$ cat config.mk
export PLATFORM = sky130hd
export DESIGN_NAME = mem_bus_arbiter
export DESIGN_NICKNAME = d
export VERILOG_FILES = /design/src/rtl/mem_bus_arbiter_pkg.sv /design/src/rtl/mem_bus_arbiter_rr_arb2.sv /design/src/rtl/mem_bus_arbiter.sv
export SDC_FILE = /design/constraint.sdc
export NUM_CORES = 1
export LEC_CHECK = 0
export ABC_AREA = 1
export CORE_ASPECT_RATIO = 0.6
export CORE_MARGIN = 2
export CORE_UTILIZATION = 45
export DETAILED_ROUTE_END_ITERATION = 7
export GPL_TIMING_DRIVEN = 0
export PLACE_DENSITY = 0.82
export SYNTH_ARGS = -nofsm -noshare
export SYNTH_HDL_FRONTEND = slang
export SYNTH_SLANG_ARGS = --single-unit
export TNS_END_PERCENT = 20
$ cat constraint.sdc
create_clock -name clk -period 2.5 [get_ports clk]
set_input_delay 0.5 -clock clk [delete_from_list [all_inputs] [get_ports clk]]
set_output_delay 0.5 -clock clk [all_outputs]
set_load 0.02 [all_outputs]
$ cat src/rtl/mem_bus_arbiter_pkg.sv
// mem_arb_pkg: shared types and constants for the memory bus arbiter.
//   - arb_state_e : FSM state encoding (fixed 3-bit values)
//   - OWNER_IF/OWNER_D : owner bit values, also the bit index of each
//     requester in the 2-bit request/grant vectors
//   - DEF_ADDR_WIDTH/DEF_DATA_WIDTH : default parameter values
//   - rr_pick : 2-way round-robin grant selection
package mem_arb_pkg;

    typedef enum logic [2:0] {
        ST_IDLE    = 3'd0,
        ST_RD      = 3'd1,
        ST_WR_DATA = 3'd2,
        ST_WR_ADDR = 3'd3,
        ST_RESP    = 3'd4
    } arb_state_e;

    localparam logic OWNER_IF = 1'b0;
    localparam logic OWNER_D  = 1'b1;

    localparam int DEF_ADDR_WIDTH = 15;
    localparam int DEF_DATA_WIDTH = 8;

    // One-hot grant for requests {data, fetch}. On a tie the port that
    // was not granted last wins.
    function automatic logic [1:0] rr_pick(input logic [1:0] req, input logic last);
        logic [1:0] g;
        g = 2'b00;
        case (req)
            2'b01:   g = 2'b01;
            2'b10:   g = 2'b10;
            2'b11:   g = (last == OWNER_D) ? 2'b01 : 2'b10;
            default: g = 2'b00;
        endcase
        return g;
    endfunction

endpackage

$ cat src/rtl/mem_bus_arbiter_rr_arb2.sv
// rr_arb2: two-requester round-robin arbiter.
//   clk, reset_n : clock, asynchronous active-low reset
//   req[1:0]     : requests, bit 0 = fetch, bit 1 = data
//   advance      : when high and any request is present, the grant is
//                  taken and the last-grant pointer moves to the winner
//   grant[1:0]   : one-hot grant (combinational, valid every cycle)
// The pointer resets to fetch so the data port wins the first tie.
module rr_arb2
    import mem_arb_pkg::*;
(
    input  logic       clk,
    input  logic       reset_n,
    input  logic [1:0] req,
    input  logic       advance,
    output logic [1:0] grant
);

    logic last_grant_q;
    logic last_grant_d;
    logic [1:0] grant_s;

    // Grant selection and pointer update
    always_comb begin
        grant_s      = rr_pick(req, last_grant_q);
        last_grant_d = last_grant_q;
        if (advance && (grant_s != 2'b00)) begin
            last_grant_d = grant_s[1] ? OWNER_D : OWNER_IF;
        end else begin
            last_grant_d = last_grant_q;
        end
    end

    // Last-grant pointer register
    always_ff @(posedge clk or negedge reset_n) begin
        if (!reset_n) begin
            last_grant_q <= OWNER_IF;
        end else begin
            last_grant_q <= last_grant_d;
        end
    end

    assign grant = grant_s;

endmodule

$ cat src/rtl/mem_bus_arbiter.sv
// mem_bus_arbiter: shares a single-port memory between a read-only fetch
// port and a load/store data port, and sequences the memory's two-phase
// write (cycle A: write-request + data on bus[7:0]; cycle B: address).
// Ports:
//   clk, reset_n                 : clock, asynchronous active-low reset
//   if_req/if_addr               : fetch request (held until if_ack)
//   if_ack/if_rdata              : one-cycle ack, fetched byte (held after)
//   d_req/d_we/d_addr/d_wdata    : data request (held until d_ack)
//   d_ack/d_rdata                : one-cycle ack, loaded byte (held after)
//   mem_write_req/mem_req_bus    : to memory
//   mem_read_data                : combinational read data from memory
//   busy                         : high whenever the FSM is not idle
// All outputs are flops loaded from the next-state value, so each output
// lines up with the state it belongs to while staying glitch-free.
module mem_bus_arbiter
    import mem_arb_pkg::*;
#(
    parameter int ADDR_WIDTH = DEF_ADDR_WIDTH,
    parameter int DATA_WIDTH = DEF_DATA_WIDTH
) (
    input  logic                  clk,
    input  logic                  reset_n,
    input  logic                  if_req,
    input  logic [ADDR_WIDTH-1:0] if_addr,
    output logic                  if_ack,
    output logic [DATA_WIDTH-1:0] if_rdata,
    input  logic                  d_req,
    input  logic                  d_we,
    input  logic [ADDR_WIDTH-1:0] d_addr,
    input  logic [DATA_WIDTH-1:0] d_wdata,
    output logic                  d_ack,
    output logic [DATA_WIDTH-1:0] d_rdata,
    output logic                  mem_write_req,
    output logic [ADDR_WIDTH-1:0] mem_req_bus,
    input  logic [DATA_WIDTH-1:0] mem_read_data,
    output logic                  busy
);

    arb_state_e            state_q, state_d;
    logic                  owner_q, owner_d;
    logic [ADDR_WIDTH-1:0] addr_q, addr_d;
    logic                  we_q, we_d;
    logic [DATA_WIDTH-1:0] wdata_q, wdata_d;
    logic [DATA_WIDTH-1:0] if_rdata_q, if_rdata_d;
    logic [DATA_WIDTH-1:0] d_rdata_q, d_rdata_d;
    logic                  if_ack_q, if_ack_d;
    logic                  d_ack_q, d_ack_d;
    logic                  mem_write_req_q, mem_write_req_d;
    logic [ADDR_WIDTH-1:0] mem_req_bus_q, mem_req_bus_d;
    logic                  busy_q, busy_d;

    logic [1:0] grant_s;
    logic       advance_s;

    assign advance_s = (state_q == ST_IDLE);

    rr_arb2 u_rr_arb2 (
        .clk     (clk),
        .reset_n (reset_n),
        .req     ({d_req, if_req}),
        .advance (advance_s),
        .grant   (grant_s)
    );

    // Next-state, request latching and read-data capture
    always_comb begin
        state_d    = state_q;
        owner_d    = owner_q;
        addr_d     = addr_q;
        we_d       = we_q;
        wdata_d    = wdata_q;
        if_rdata_d = if_rdata_q;
        d_rdata_d  = d_rdata_q;
        case (state_q)
            ST_IDLE: begin
                if (grant_s[1]) begin
                    owner_d = OWNER_D;
                    addr_d  = d_addr;
                    we_d    = d_we;
                    wdata_d = d_wdata;
                    state_d = d_we ? ST_WR_DATA : ST_RD;
                end else if (grant_s[0]) begin
                    // Fetch is read-only: we is forced low.
                    owner_d = OWNER_IF;
                    addr_d  = if_addr;
                    we_d    = 1'b0;
                    wdata_d = '0;
                    state_d = ST_RD;
                end else begin
                    state_d = ST_IDLE;
                end
            end
            ST_RD: begin
                if (owner_q == OWNER_D) begin
                    d_rdata_d = mem_read_data;
                end else begin
                    if_rdata_d = mem_read_data;
                end
                state_d = ST_RESP;
            end
            ST_WR_DATA: state_d = ST_WR_ADDR;
            ST_WR_ADDR: state_d = ST_RESP;
            ST_RESP:    state_d = ST_IDLE;
            default:    state_d = ST_IDLE;
        endcase
    end

    // Output values for the state being entered
    always_comb begin
        mem_write_req_d = 1'b0;
        mem_req_bus_d   = '0;
        if_ack_d        = 1'b0;
        d_ack_d         = 1'b0;
        busy_d          = (state_d != ST_IDLE);
        case (state_d)
            ST_RD:      mem_req_bus_d = addr_d;
            ST_WR_DATA: begin
                mem_write_req_d = 1'b1;
                mem_req_bus_d   = ADDR_WIDTH'(wdata_d);
            end
            ST_WR_ADDR: mem_req_bus_d = addr_d;
            ST_RESP: begin
                if (owner_d == OWNER_D) begin
                    d_ack_d = 1'b1;
                end else begin
                    if_ack_d = 1'b1;
                end
            end
            default: begin
                mem_write_req_d = 1'b0;
                mem_req_bus_d   = '0;
            end
        endcase
    end

    // State, request latches, read data and registered outputs
    always_ff @(posedge clk or negedge reset_n) begin
        if (!reset_n) begin
            state_q         <= ST_IDLE;
            owner_q         <= OWNER_IF;
            addr_q          <= '0;
            we_q            <= 1'b0;
            wdata_q         <= '0;
            if_rdata_q      <= '0;
            d_rdata_q       <= '0;
            if_ack_q        <= 1'b0;
            d_ack_q         <= 1'b0;
            mem_write_req_q <= 1'b0;
            mem_req_bus_q   <= '0;
            busy_q          <= 1'b0;
        end else begin
            state_q         <= state_d;
            owner_q         <= owner_d;
            addr_q          <= addr_d;
            we_q            <= we_d;
            wdata_q         <= wdata_d;
            if_rdata_q      <= if_rdata_d;
            d_rdata_q       <= d_rdata_d;
            if_ack_q        <= if_ack_d;
            d_ack_q         <= d_ack_d;
            mem_write_req_q <= mem_write_req_d;
            mem_req_bus_q   <= mem_req_bus_d;
            busy_q          <= busy_d;
        end
    end

    assign if_ack        = if_ack_q;
    assign if_rdata      = if_rdata_q;
    assign d_ack         = d_ack_q;
    assign d_rdata       = d_rdata_q;
    assign mem_write_req = mem_write_req_q;
    assign mem_req_bus   = mem_req_bus_q;
    assign busy          = busy_q;

    // we_q is kept for debug visibility of the latched request.
    logic unused_s;
    assign unused_s = we_q;

endmodule

# After elaboration in Yosys (flattened, before gate mapping)
# Index checks and enable logic that the tools add are counted.
# classes
n_eq_ne,10
muxes,22
n_bitwise,1
reduce_logical,8
# op_table
cell,count
two-way mux 15 bit,3
one-hot mux 15 bit (2 select lines),1
two-way mux 8 bit,3
"== test 3 x 2 -> 1 bit, second input constant",4
two-way mux 1 bit,10
one-hot mux 3 bit (3 select lines),1
"== test 3 x 1 -> 1 bit, second input constant",2
two-way mux 2 bit,3
one-hot mux 2 bit (3 select lines),1
"== test 2 bit, second input constant",2
AND reduction 2 bit,2
OR reduction 2 bit,2
"== test 3 bit, second input constant",1
zero test 3 bit,1
nonzero test 3 bit,1
"== test 2 x 1 -> 1 bit, second input constant",1
nonzero test 2 bit,1
logical AND 1 bit,1
inverter 1 bit,1
# totals
register_bits,63
inputBits,51
output_inout_bits,35
elab_cells,53

# Logic depth before layout (Yosys ltp)
# Gate-level depths: netlist of run 1.
# depth
ltp_word,8
mapped_depth,9
mapped_depth_nobuf,8

# Cells and area by module
# Synthesis of run 1 repeated with hierarchy kept, for this count alone.
# hier_totals
hier_cells,316
area_unflattened_um2,2690.1
# modules_own_cells
module,instances,cells_per_inst,area_per_inst_um2,seq_area_each_um2
mem_bus_arbiter,1,308,2630.0,1551.5
rr_arb2,1,8,60.1,25.0

# Worst setup path before layout of run 1
# No wires, ideal clock.
# synth_path
path_kind,in2reg
start,in d_req
end,reg busy_q (netlist: busy)
setup_ns,0.119
t_arrival_ns,1.200
t_required_ns,2.381
path_slack_ns,1.181
cell_stages,9
path_buffers,1
cell_sequence,inv_1 > nand2_1 > nand3_4 > inv_2 > nand2_1 > nand2_1 > buf_4 > nor2_1 > nand2_1
# synth_between
elab_chain_cells,6
word_cells_on_any_way,8
classes_between,3 x eq/ne; 4 x mux; 1 x reduce/logical
# synth_rtl
item,line_no,text
start: declaration,mem_bus_arbiter.sv:27,"input logic d_req,"
== test 2 bit / == test 2 x 1 -> 1 bit (equally long branches),mem_bus_arbiter_pkg.sv:28,case (req)
one-hot mux 2 bit (3 select lines) *,mem_bus_arbiter_pkg.sv:28,
two-way mux 1 bit,mem_bus_arbiter.sv:82,end else if (grant_s[0]) begin
two-way mux 2 bit *,mem_bus_arbiter.sv:76,if (grant_s[1]) begin
one-hot mux 3 bit (3 select lines) *,mem_bus_arbiter.sv:74,case (state_q)
net state_d[0],mem_bus_arbiter.sv:39,"arb_state_e state_q, state_d;"
nonzero test 3 bit *,mem_bus_arbiter.sv:114,busy_d = (state_d != ST_IDLE);
net busy_d,mem_bus_arbiter.sv:50,"logic busy_q, busy_d;"
end signal: assignment,mem_bus_arbiter.sv:163,busy_q <= busy_d;
end: declaration,mem_bus_arbiter.sv:50,
# Mark *: on every way through the listed nets, which the timed path passes. The rest lies on a longest branch.
# A chain may end at the register's enable or synchronous reset.

# Worst setup path after layout of run 1
# layout_path
start,reg if_rdata_q[4] (netlist: if_rdata[4])
end,out if_rdata[4]
# layout_lines
item,line_no,text
start: declaration,mem_bus_arbiter.sv:44,"logic [DATA_WIDTH-1:0] if_rdata_q, if_rdata_d;"
start signal: assignment,mem_bus_arbiter.sv:157,if_rdata_q <= if_rdata_d;
end: declaration,mem_bus_arbiter.sv:26,"output logic [DATA_WIDTH-1:0] if_rdata,"
# No word-level cell between the ends.

==> Implementation_results.wiki, run 1 <==
{| class="wikitable"
! Metric !! Value
|-
| Worst path max stage delay || 0.61 ns
|-
| Critical path class || reg -> out
|-
| Count of different cell masters after synthesis || 17
|-
| Most common flop cell mapped by yosys || sky130_fd_sc_hd__dfrtp_1
|-
| Number of antenna-violating nets in the routed design || 0
|-
| Estimated wirelength of the detail-placed design || 4467 um
|-
| Area of all sequential standard cells || 0.001577 mm^2
|-
| Total of flip-flops plus latches after synthesis || 63
|-
| Quantity of hold-fixing buffers added after cts || 0
|-
| Length of the first detailed-routing pass in iterations || 5
|-
| Sinks on the clock net || 63
|-
| Clock latency of the later-clocked register in the worst-skew pair || 0.34 ns
|-
| Clock tree from TritonCTS || done
|-
| Number of antenna violations at the first check in global routing || 0
|-
| Worst relative slew slack || 48.22%
|-
| Multiplexer share of the synthesized area || 0%
|-
| Synth warn || 0
|-
| Synth Instances || 306
|-
| Top cells by area, synth || sky130_fd_sc_hd__dfrtp_1 (59%), sky130_fd_sc_hd__nand2_1 (13%), sky130_fd_sc_hd__nand3_1 (7.9%), sky130_fd_sc_hd__inv_1 (6.1%), sky130_fd_sc_hd__o21ai_0 (3.4%)
|-
| Actual transition at the worst max-transition pin || 0.7767 ns
|-
| Global-route wire length before repair || 10280 um
|-
| Antenna diode instance count || 0
|-
| Clk Tree Root Cell || sky130_fd_sc_hd__clkbuf_8
|-
| Weighted congestion reported at the end of routability-driven placement || 0.8349
|-
| Num ports || 86
|-
| Total Routing Usage GR || 21.15%
|-
| Effective utilization at floorplan || 47.17%
|-
| Number of buffers created by CTS || 9
|-
| Post-synthesis async set-or-reset flop share || 100.0%
|-
| Number of failing hold endpoints at the final stage || 0
|-
| Horizontal extent of the die || 103.1 um
|-
| Top cell type by total area after synthesis || sky130_fd_sc_hd__dfrtp_1
|-
| Max Cap Viol || 0
|-
| Clock network fraction of total power || 19.9%
|-
| Cells on worst reg2reg path || 5
|-
| Cell chain of the critical path || clkdlybuf4s50_1
|-
| Endpoint arrival time on the critical path || 1.31 ns
|-
| GRT Residual Overflow || 0
|-
| Slack of the worst reg-to-reg path || 0.99 ns
|-
| Power per standard cell area || 1298 mW/mm^2
|-
| Clock H-tree levels || 3
|-
| Mean instance size in the synthesized netlist || 8.668 um^2
|-
| Post-synth top area share || 59.43%
|-
| Cell area after technology mapping || 0.002653 mm^2
|-
| Fin nets || 453
|-
| Critical R2R Launch || state_q[1]
|-
| Proportion of power drawn by flip-flops and latches || 33.8%
|-
| Unrepaired setup endpoints after global routing || no
|-
| P_sw || 1.927 mW
|-
| Detailed Route Iter0 Violations || 133
|-
| Ratio of final minimum period to clock period || 72.48%
|-
| Switching power as a share of total power || 38.81%
|-
| Cell with the most instances after synthesis || sky130_fd_sc_hd__nand2_1
|-
| Relative contribution of combinational cells to total power || 46.4%
|-
| Worst IR drop on VDD || 0.5504 mV
|-
| Area growth syn-to-layout || 44.20%
|-
| Die height || 63.47 um
|-
| Final sum of negative setup slack || 0 ns
|-
| Pleak || 1.920 nW
|-
| Floorplan row count || 21
|-
| Number of port buffers || 85
|-
| Largest delay share family, worst path || buffers and inverters
|-
| Simple-gate share of the synthesized area || 27.26%
|-
| Combinational family with the most area after synthesis || simple AND/OR/NAND/NOR gates
|-
| Pin count of the biggest net entering global routing || 64
|-
| DR vias/cell || 4.676
|-
| Detail-routed net length per standard cell || 13.03 um
|-
| Result of the run || finished, final reports clean
|-
| Clock slew at the register clock pins of the worst setup and hold paths || 0.06 ns
|-
| Sequential cell area fraction in the yosys report || 59.43%
|-
| Critical path startpoint category || flop
|-
| Max Transition Viols Final || 0
|-
| Post-synthesis adder-cell area fraction || 0%
|-
| Synth top cells by count || sky130_fd_sc_hd__nand2_1 (94), sky130_fd_sc_hd__dfrtp_1 (63), sky130_fd_sc_hd__inv_1 (43)
|-
| Remaining design rule violation count || 0
|-
| Type of the most critical hold path || in -> async
|-
| Xor and xnor fraction of the mapped netlist area || 0%
|-
| Total of endpoints with negative setup slack in the final report || 0
|-
| Post_cts resized || 0
|-
| Tmin final || 1.812 ns
|-
| Buffer and inverter count on the worst path || 1
|-
| Post-CTS repair timing setup buffer count || 0
|-
| Slowest cell on the critical path || sky130_fd_sc_hd__clkdlybuf4s50_1
|-
| RR Endpoint || mem_req_bus[5]
|-
| Share of cells above drive strength 1 || 8.600%
|-
| Detailed Route WL || 6348 um
|-
| Filler Cell Count || 467
|-
| Synthesized net count || 357
|-
| Total design power || 4.965 mW
|-
| Fmax || 551.9 MHz
|-
| Area inside the core boundary || 0.005623 mm^2
|-
| Worst clock skew || 0.005019 ns
|-
| Vias post-DR || 2277
|-
| EDFF count, synth || 0
|-
| Complex-gate fraction of the synthesized area || 4.434%
|-
| Vias in the first global route || 2176
|-
| CTS max path bufs || 2
|-
| Data required, critical path || 2.00 ns
|-
| Multi-input combinational cell area || 840.8 um^2
|-
| Max FO, Critical Path || 2
|-
| Endpoint kind of the worst setup timing path || primary output
|-
| Area of the die || 0.006545 mm^2
|-
| Design internal power || 3.038 mW
|}
## cells in the final DEF (no fill, tap or decap)
| master | instances |
|---|---|
| sky130_fd_sc_hd__and2_1 | 7 |
| sky130_fd_sc_hd__dfrtp_1 | 63 |
| sky130_fd_sc_hd__buf_2 | 5 |
| sky130_fd_sc_hd__o21ai_2 | 1 |
| sky130_fd_sc_hd__nand2_1 | 94 |
| sky130_fd_sc_hd__inv_2 | 4 |
| sky130_fd_sc_hd__bufinv_16 | 2 |
| sky130_fd_sc_hd__buf_6 | 1 |
| sky130_fd_sc_hd__nand3_4 | 1 |
| sky130_fd_sc_hd__o21ai_0 | 18 |
| sky130_fd_sc_hd__a21oi_2 | 1 |
| sky130_fd_sc_hd__a21oi_1 | 2 |
| sky130_fd_sc_hd__nor2_4 | 2 |
| sky130_fd_sc_hd__nand3_1 | 42 |
| sky130_fd_sc_hd__nor2_2 | 2 |
| sky130_fd_sc_hd__buf_4 | 4 |
| sky130_fd_sc_hd__clkbuf_1 | 2 |
| sky130_fd_sc_hd__clkinv_2 | 1 |
| sky130_fd_sc_hd__clkbuf_8 | 11 |
| sky130_fd_sc_hd__inv_1 | 43 |
| sky130_fd_sc_hd__clkdlybuf4s50_1 | 84 |
| sky130_fd_sc_hd__nor2_1 | 17 |
## power by group through the flow
stage,Combinational [mW],Sequential (mW),Clock (mW)
2_1_floorplan,1.14,1.95,0
5_1_grt,2.57,1.72,1.06
3_3_place_gp,2.25,1.68,0
6_report,2.30,1.68,0.988
4_1_cts,2.31,1.68,1.01
3_5_place_dp,2.30,1.69,0
## flip-flops by register name, indices dropped and copies added (netlist names)
signal and flops:
owner_q 1, state_q 3, addr_q 15, busy 1, u_rr_arb2.last_grant_q 1, d_rdata 8, mem_write_req 1, d_ack 1
wdata_q 8, if_rdata 8, if_ack 1, mem_req_bus 15
## worst max-delay path by stage
stage	startpoint	endpoint	slack, ns	cells after the start
floorplan	d_req	busy	1.18	9
global placement	reset_n	mem_req_bus[9]	-1.12	1
detailed placement	d_req	mem_req_bus[2]	0.40	7
CTS	d_rdata[3]	d_rdata[3]	0.67	1
global route	if_rdata[6]	if_rdata[6]	0.63	1
finish	if_rdata[4]	if_rdata[4]	0.69	1
## metal layers
metal	track usage [%]	wire, um	share of wire (%)
met5	0	0	0
met3	7.769	471	7.4
met2	29.79	2897	46
met4	8.059	50	0.79
met1	29.82	2929	46
## cells by family (layout without fill, tap and decap cells)
logic type | Yosys count | count (layout)
and+or+nand+nor | 165 | 165
DFF | 63 | 63
buffers and inverters | 56 | 157
AOI/OAI and AO/OA | 22 | 22
## through the flow
step	hold WS (ns)	instance area, um^2	std cells	setup slack, ns	utilization (%)
3_5_place_dp	0.4764	3601	471	0.3984	64.04
5_1_grt	0.3018	3825	487	0.6271	68.02
3_3_place_gp	0.4611	3603	471	-1.120	64.09
6_report	0.2220	3825	487	0.6880	68.02
2_1_floorplan	0.2044	2653	306	1.181	-
4_1_cts	0.2562	3825	487	0.6723	68.02
## final cells by class
cell class,count,share of cell area [%]
multi-input cells,187,21.98
clock inverters,3,1.701
well taps,80,2.617
flip-flops and latches,63,41.22
plain buffers,9,1.537
clock buffers,13,4.154
inverters,47,4.612
repair buffers,85,22.18
Note: power is estimated with default switching activity, not from simulation.
==> run 2, diff against run 1 <==
==> constraint.sdc (replaced) <==
create_clock -name clk -period 1.75 [get_ports clk]
set_input_delay 0.35 -clock clk [delete_from_list [all_inputs] [get_ports clk]]
set_output_delay 0.35 -clock clk [all_outputs]
set_load 0.02 [all_outputs]
==> results of run 2 <==
Same layout as run 1 (identical final DEF). Status: finished, final reports clean.
Main changes from that run: setup slack after placement 0.3984 ns -> -0.2016 ns; setup slack after layout 0.6880 ns -> 0.08804 ns; hold slack 0.2220 ns -> 0.07196 ns; register-to-register setup slack 0.99 ns -> 0.24 ns; total power 4.965 mW -> 7.093 mW; worst IR drop on VDD 0.5504 mV -> 0.7863 mV
==> run 3, diff against run 2 <==
--- a/config.mk
+++ b/config.mk
@@ -12,6 +12,7 @@
 export DETAILED_ROUTE_END_ITERATION = 7
 export GPL_TIMING_DRIVEN = 0
 export PLACE_DENSITY = 0.82
+export SLEW_MARGIN = 20
 export SYNTH_ARGS = -nofsm -noshare
 export SYNTH_HDL_FRONTEND = slang
 export SYNTH_SLANG_ARGS = --single-unit
==> Implementation_results.wiki, run 3 (synthesized netlist as in run 1, its figures left out) <==
{| class="wikitable"
! Metric !! Value
|-
| Pin count of the biggest net entering global routing || 36
|-
| Clock latency of the later-clocked register in the worst-skew pair || 0.34 ns
|-
| Critical path class || in -> reg
|-
| Worst clock skew || 0.006462 ns
|-
| Slack of the worst reg-to-reg path || 0.22 ns
|-
| Met2 demand-to-capacity share in global routing || 32.31%
|-
| Pleak || 1.934 nW
|-
| Share of cells above drive strength 1 || 8.802%
|-
| Clock slew at the register clock pins of the worst setup and hold paths || 0.07 ns
|-
| Final sum of negative setup slack || 0 ns
|-
| Clock network fraction of total power || 19.9%
|-
| Area growth syn-to-layout || 45.33%
|-
| RR Endpoint || mem_req_bus[5]
|-
| Switching power as a share of total power || 38.88%
|-
| DR vias/cell || 4.687
|-
| Total design power || 7.110 mW
|-
| Fmax || 596.8 MHz
|-
| Proportion of power drawn by flip-flops and latches || 33.7%
|-
| Area inside the core boundary || 0.005623 mm^2
|-
| Weighted congestion reported at the end of routability-driven placement || 0.8349
|-
| Crit-path most repeated cell || sky130_fd_sc_hd__nand2_1
|-
| Tmin final || 1.676 ns
|-
| Horizontal extent of the die || 103.1 um
|-
| Antenna diode instance count || 0
|-
| Relative contribution of combinational cells to total power || 46.5%
|-
| CTS max path bufs || 2
|-
| Estimated wirelength of the detail-placed design || 4547 um
|-
| Detailed Route Iter0 Violations || 117
|-
| Buffer and inverter count on the worst path || 2
|-
| Max Transition Viols Final || 0
|-
| Post_cts resized || 0
|-
| Critical R2R Launch || state_q[1]
|-
| Total Routing Usage GR || 21.60%
|-
| Clock tree from TritonCTS || done
|-
| Highest-count cells in the layout ignoring fill and taps || sky130_fd_sc_hd__nand2_1 (94), sky130_fd_sc_hd__clkdlybuf4s50_1 (84), sky130_fd_sc_hd__dfrtp_1 (63)
|-
| Actual transition at the worst max-transition pin || 0.5164 ns
|-
| Cell chain of the critical path || clkdlybuf4s50_1, inv_1, a21oi_1, nand2_1, nor2_2, nand3_1, nand2_1
|-
| Vias post-DR || 2292
|-
| Global-route met3 utilization || 7.658%
|-
| Remaining design rule violation count || 0
|-
| Post-CTS repair timing setup buffer count || 0
|-
| Most common library cell in the layout ignoring fill and taps || sky130_fd_sc_hd__nand2_1
|-
| Quantity of hold-fixing buffers added after cts || 1
|-
| Detail-routed net length per standard cell || 13.16 um
|-
| Worst relative slew slack || 65.54%
|-
| Worst path max stage delay || 0.53 ns
|-
| Largest delay share family, worst path || simple AND/OR/NAND/NOR gates
|-
| Clk Tree Root Cell || sky130_fd_sc_hd__clkbuf_8
|-
| Utilization after layout || 68.56%
|-
| Sinks on the clock net || 63
|-
| Power per standard cell area || 1844 mW/mm^2
|-
| Ratio of final minimum period to clock period || 95.75%
|-
| Number of buffers created by CTS || 9
|-
| GRT Residual Overflow || 0
|-
| Max FO, Critical Path || 10
|-
| Num ports || 86
|-
| Design internal power || 4.346 mW
|-
| Data required, critical path || 2.03 ns
|-
| Clock H-tree levels || 3
|-
| Area of the die || 0.006545 mm^2
|-
| GR Layer Usage met1 || 29.74%
|-
| Die height || 63.47 um
|-
| Type of the most critical hold path || in -> async
|-
| Layer with the highest usage || met2
|-
| Critical path startpoint category || input port
|-
| Total of endpoints with negative setup slack in the final report || 0
|-
| Vias in the first global route || 2251
|-
| Max Cap Viol || 0
|-
| Endpoint arrival time on the critical path || 1.95 ns
|-
| P_sw || 2.764 mW
|-
| Startpoint of the most critical setup path || d_req
|-
| Floorplan row count || 21
|-
| Number of failing hold endpoints at the final stage || 0
|-
| Fin nets || 455
|-
| Endpoint kind of the worst setup timing path || flop
|-
| Result of the run || finished, final reports clean
|-
| Slowest cell on the critical path || sky130_fd_sc_hd__clkdlybuf4s50_1
|-
| Number of port buffers || 85
|-
| Global-route wire length before repair || 10580 um
|-
| Worst IR drop on VDD || 0.6840 mV
|-
| Number of antenna-violating nets in the routed design || 0
|-
| Number of antenna violations at the first check in global routing || 0
|-
| Unrepaired setup endpoints after global routing || no
|-
| Cells on worst reg2reg path || 5
|-
| Filler Cell Count || 478
|-
| Length of the first detailed-routing pass in iterations || 5
|-
| Detailed Route WL || 6433 um
|-
| Effective utilization at floorplan || 47.17%
|}
## run 3: worst reg2reg max path, delay by kind of cell (launching register included)
| family | cells | cell delay [ns] |
|---|---|---|
| AND/OR/NAND/NOR | 5 | 1.03 |
| flip-flops | 1 | 0.44 |
## run 3: worst max path at each step
| stage | to | slack, ns | cells past startpoint |
|---|---|---|---|
| 6_report | mem_req_bus[5] | 0.07 | 7 |
| 5_1_grt | if_rdata[6] | 0.03 | 1 |
| 4_1_cts | d_rdata[3] | 0.08 | 1 |
| 3_5_place_dp | mem_req_bus[2] | -0.21 | 7 |
| 3_3_place_gp | mem_req_bus[9] | -1.72 | 1 |
| 2_1_floorplan | wdata_q[0] | 0.50 | 6 |
## run 3: cell type report
class / count / area (um^2) / share of cell area (%)
Buffer: 9 / 58.81 / 1.525
Clock buffer: 13 / 158.9 / 4.122
Inverter: 47 / 176.4 / 4.576
Timing Repair Buffer: 87 / 878.3 / 22.78
Sequential cell: 63 / 1577 / 40.90
Tap cell: 80 / 100.1 / 2.597
Clock inverter: 3 / 65.06 / 1.688
Multi-Input combinational cell: 187 / 840.8 / 21.81
## run 3: metal layers
metal  part of all wire, %  vias to the layer above  routed length [um]
li1                      -                     1136                   -
met2                    45                       90                2906
met1                    46                     1060                2953
met3                   8.1                        6                 521
met5                     0                        -                   0
met4                  0.79                        0                  51
## run 3: power by group through the flow
stage | clock, mW | combinational, mW | sequential, mW
detailed placement | 0 | 3.30 | 2.41
CTS | 1.44 | 3.33 | 2.39
global placement | 0 | 3.21 | 2.40
global route | 1.52 | 3.68 | 2.46
finish | 1.41 | 3.31 | 2.39
floorplan | 0 | 1.63 | 2.79
## run 3: through the flow
stage               std cells  hold slack [ns]  instance area, um^2  worst slack (ns)
floorplan                 306          0.05441                 2653            0.5025
global placement          471           0.4611                 3603            -1.720
detailed placement        472           0.2946                 3621           -0.2116
CTS                       489           0.4834                 3855           0.07886
global route              489           0.5071                 3855           0.03133
finish                    489           0.4810                 3855           0.07445
